`src/rtl/piso_pkg.sv`:
```
// piso_pkg: FSM state encoding and counter-width helper for piso_serializer
package piso_pkg;
  typedef enum logic {ST_IDLE = 1'b0, ST_SHIFT = 1'b1} state_t;
  function automatic int cw_of(input int depth);
    return (depth > 2) ? $clog2(depth) : 1;
  endfunction
endpackage

```
`src/rtl/piso_skid_buffer.sv`:
```
// piso_skid_buffer: one-entry valid/ready holding buffer for the next word
module piso_skid_buffer #(
  parameter int DEPTH = 8
) (
  input  logic             clk,
  input  logic             reset,
  input  logic [DEPTH-1:0] in_data,
  input  logic             in_valid,
  output logic             in_ready,
  output logic [DEPTH-1:0] out_data,
  output logic             out_valid,
  input  logic             out_ready
);
  logic             full_q, full_d;
  logic [DEPTH-1:0] data_q, data_d;
  always_comb begin
    full_d = (in_valid & ~full_q) ? 1'b1 : (out_ready & full_q) ? 1'b0 : full_q;
    data_d = (in_valid & ~full_q) ? in_data : data_q;
  end
  always_ff @(posedge clk) begin
    if (reset) begin
      full_q <= 1'b0;
      data_q <= '0;
    end else begin
      full_q <= full_d;
      data_q <= data_d;
    end
  end
  assign in_ready  = ~full_q;
  assign out_valid = full_q;
  assign out_data  = data_q;
endmodule

```
`src/rtl/piso_serializer.sv`:
```
// piso_serializer: valid/ready word in, MSB-first bit stream with shift strobe out.
// PISO_SKID_EN adds a one-word skid buffer so consecutive words stream without a gap.
module piso_serializer
  import piso_pkg::*;
#(
  parameter int DEPTH = 8
) (
  input  logic             clk,
  input  logic             reset,
  input  logic [DEPTH-1:0] in_data,
  input  logic             in_valid,
  output logic             in_ready,
  input  logic             hold,
  output logic             out_bit,
  output logic             out_enable,
  output logic             out_last,
  output logic             busy
);
  localparam int CW = cw_of(DEPTH);
  state_t           state_q, state_d;
  logic [DEPTH-1:0] shreg_q, shreg_d;
  logic [CW-1:0]    count_q, count_d;
  logic             xfer, last_edge, direct, skid_valid;
  logic [DEPTH-1:0] skid_data;
  assign last_edge = (state_q == ST_SHIFT) & ~hold & (count_q == '0);
  assign direct    = (state_q == ST_IDLE) | last_edge;
  assign xfer      = in_valid & in_ready;
`ifdef PISO_SKID_EN
  logic skid_ready;
  // Words arriving when shreg can take them directly bypass the buffer.
  piso_skid_buffer #(.DEPTH(DEPTH)) u_skid (
    .clk      (clk),
    .reset    (reset),
    .in_data  (in_data),
    .in_valid (in_valid & ~direct),
    .in_ready (skid_ready),
    .out_data (skid_data),
    .out_valid(skid_valid),
    .out_ready(last_edge)
  );
  assign in_ready = ~reset & skid_ready;
`else
  assign in_ready   = ~reset & (state_q == ST_IDLE);
  assign skid_valid = 1'b0;
  assign skid_data  = '0;
`endif
  always_comb begin
    state_d = state_q;
    shreg_d = shreg_q;
    count_d = count_q;
    if (state_q == ST_IDLE) begin
      if (xfer) begin
        shreg_d = in_data;
        count_d = CW'(DEPTH - 1);
        state_d = ST_SHIFT;
      end
    end else if (!hold) begin
      shreg_d = shreg_q << 1;
      count_d = count_q - 1'b1;
      if (count_q == '0) begin
        shreg_d = skid_valid ? skid_data : xfer ? in_data : shreg_q << 1;
        count_d = CW'(DEPTH - 1);
        state_d = (skid_valid | xfer) ? ST_SHIFT : ST_IDLE;
      end
    end
  end
  always_ff @(posedge clk) begin
    if (reset) begin
      state_q <= ST_IDLE;
      shreg_q <= '0;
      count_q <= '0;
    end else begin
      state_q <= state_d;
      shreg_q <= shreg_d;
      count_q <= count_d;
    end
  end
  assign busy       = (state_q == ST_SHIFT);
  assign out_bit    = shreg_q[DEPTH-1];
  assign out_enable = busy & ~hold;
  assign out_last   = out_enable & (count_q == '0);
endmodule

```
`config.mk`:
```
export PLATFORM = sky130hd
export DESIGN_NAME = piso_serializer
export DESIGN_NICKNAME = d
export VERILOG_FILES = /design/src/rtl/piso_pkg.sv /design/src/rtl/piso_skid_buffer.sv /design/src/rtl/piso_serializer.sv
export SDC_FILE = /design/constraint.sdc
export NUM_CORES = 1
export LEC_CHECK = 0
export CELL_PAD_IN_SITES_DETAIL_PLACEMENT = 0
export CELL_PAD_IN_SITES_GLOBAL_PLACEMENT = 2
export CORE_ASPECT_RATIO = 0.8
export CORE_MARGIN = 10
export CORE_UTILIZATION = 31
export DETAILED_ROUTE_END_ITERATION = 6
export GPL_ROUTABILITY_DRIVEN = 0
export PLACE_DENSITY = 0.87
export SYNTH_ARGS = -nofsm -noshare
export SYNTH_HDL_FRONTEND = slang
export SYNTH_SLANG_ARGS = --single-unit
```
`constraint.sdc`:
```
create_clock -name clk -period 2.95 [get_ports clk]
set_clock_uncertainty 0.15 [all_clocks]
set_input_delay 0.4425 -clock clk [delete_from_list [all_inputs] [get_ports clk]]
set_output_delay 0.4425 -clock clk [all_outputs]
set_load 0.05 [all_outputs]
```
==> flow_summary.ini <==
[status]
outcome = completed

[critical_path]
timing_worst_setup_path_type = input pin to primary output
end_kind = primary output
cp.arrival_ns = 1.47
path_max_fanout = 13
max_stage_delay_ns = 0.53
worstPathCellList = clkdlybuf4s50_1, buf_4, nor2_1, buf_4
cp.required_ns = 2.36
crit_top_cell = buf_4
cp_slowest_cell = clkdlybuf4s50_1
startpoint_type = input pin

[min_path]
hp-class = register to register

[clock_tree]
cts-buffers-inserted = 3
clkTransAtPathRegs_ns = 0.08
post-cts-setup-buffers = 0
cts_hold_buf = 0
ctsResizeCount = 0
cts_buffer_depth = 2
root_buffer = clkbuf_4
cts_tree = yes
htreeDepth = 1
clock_latency_ns = 0.26
clock_sinks = 12

[power_and_ir_drop]
leakage_nw = 0.323
vdd_drop_max_uv = 259
power_density_nw_per_um2 = 511

[timing]
rsz0062_at_grt = no
maxSlewHeadroom_pct = 66.6
finalCritPeriodShare_pct = 69.9
finalMaxSlewViolations = 0
setup_viol = 0
fin_ws_ns = 0.889
fmax_mhz = 485
hold_viol_final = 0
worst_slew_pin_slew_ns = 0.499
fin_crit_ns = 2.06
setup-tns-final_ns = 0

[detailed_routing]
dr.pass1.iters = 2
vias = 527
ant_nets = 0
drt_iter0_markers = 10
drt-wirelength-per-cell_um = 13.6
viasPerCell = 5.02
drc = 0
wirelength_um = 1430

[synthesis]
syn_nets = 76
ys_seq_elements = 12
netlist_area_um2 = 667
yosysUniqueCellTypes = 23
ys_warn_count = 0
ys_seq_area_share_pct = 36.0
post_synth.cell_area_avg_um2 = 10.8
synth_cells = 62

[cells_and_area]
insertedDiodeCount = 0
synthToLayoutAreaGrowth_pct = 28.9
drive_gt1_share_pct = 25.9
layout.nets = 96
final_util_pct = 43.8

[grt]
grt_pass1_wl_um = 2520
grt.total_usage_pct = 7.05
grt_max_degree = 15
first_global_vias = 557
overflow = 0
antenna_found_initial = 0

[floorplanning]
coreArea_um2 = 1960
initial_core_util_pct = 34.0
num_io_pins = 17
die_area_um2 = 4420
die_h_um = 61.5
num_rows = 14
die_w_um = 71.9

[placed_design]
dp_worst_setup_slack_ns = 0.822
place_hpwl_um = 1090
io_buffer_count = 16

[run]
max_cap_violations = 0
-- where the power goes --
part | internal, mW | leakage (nW) | switching (mW) | total (mW)
logic | 0.0567 | 0.203 | 0.0658 | 0.122
registers | 0.178 | 0.0994 | 0.00963 | 0.187
clock network | 0.0749 | 0.0210 | 0.0544 | 0.129
total | 0.309 | 0.323 | 0.130 | 0.439
-- flip-flops by register name (all words and copies together), names as in the netlist --
register and cells:
count_q 3, busy 1, shreg_q 8
-- area by class of cell --
type	instances	area, µm²
multi-input combinational	44	370
clock buffer	4	36.3
timing repair buffer	19	175
tap	24	30.0
inverter	2	7.51
sequential	12	240
fill	213	1100
-- layer usage --
metal  vias to the layer above  wire (µm)  share of wire [%]  global-route usage (%)
met1                       239        743                 52                    9.01
met5                         -          0                  0                       0
li1                        270          -                  -                       -
met2                        16        547                 38                    9.80
met4                         0          9               0.63                    1.65
met3                         2        126                8.8                    4.18
-- final timing paths --
check | startpoint | endpoint | slack [ns] | cells past startpoint
worst min register to register | shreg_q[0] | shreg_q[0] | 0.33 | 2
worst max-delay path | reset | in_ready | 0.89 | 4
worst min-delay path | shreg_q[0] | shreg_q[0] | 0.33 | 2
worst max register to register | busy | shreg_q[2] | 1.24 | 4
-- worst max-delay path, delay by kind of cell --
kind,cells,cell delay (ns)
simple gates,1,0.06
buf+inv,3,0.96
-- cell usage in the layout (no fill, tap or decap), drive strengths merged --
master / n
a311oi: 2
a21oi: 1
nor2b: 1
nand3b: 1
buf: 6
and3b: 2
a211oi: 7
mux2i: 7
ha: 2
or2: 1
nor2: 2
and2: 1
o21bai: 1
clkbuf: 4
dfxtp: 12
nor3b: 2
nor3: 11
o21ai: 2
clkdlybuf4s50: 13
inv: 2
nand2b: 1
-- cells by family after synthesis --
family                   synth area share, %
multiplexers                            10.5
AO/OA/AOI/OAI                           19.1
AND/OR/NAND/NOR                         22.1
adder cells (fa/ha/maj)                 3.75
buffers and inverters                   8.44
flip-flops                              36.0
-- cells in the mapped netlist --
master | instances | area, µm²
a211oi_2 | 7 | 87.6
a21oi_1 | 1 | 5.00
a311oi_1 | 2 | 17.5
and2_2 | 1 | 7.51
and3b_1 | 2 | 17.5
buf_4 | 1 | 7.51
buf_6 | 2 | 22.5
bufbuf_8 | 1 | 18.8
dfxtp_1 | 12 | 240
ha_1 | 2 | 25.0
inv_1 | 2 | 7.51
mux2i_1 | 7 | 70.1
nand2b_1 | 1 | 6.26
nand3b_1 | 1 | 7.51
nor2_1 | 2 | 7.51
nor2b_2 | 1 | 8.76
nor3_1 | 11 | 55.1
nor3b_2 | 1 | 12.5
nor3b_4 | 1 | 18.8
o21ai_0 | 1 | 5.00
o21ai_1 | 1 | 5.00
o21bai_1 | 1 | 7.51
or2_1 | 1 | 6.26
-- stage by stage --
step	hold WS [ns]	cells	power [mW]	cell area [µm²]
6_report	0.328	105	0.439	860
5_1_grt	0.374	105	0.469	860
4_1_cts	0.331	105	0.444	860
3_5_place_dp	0.320	101	0.315	823
3_3_place_gp	0.321	101	0.314	823
2_1_floorplan	0.293	62	0.281	667
(Power assumes the default switching activity.)
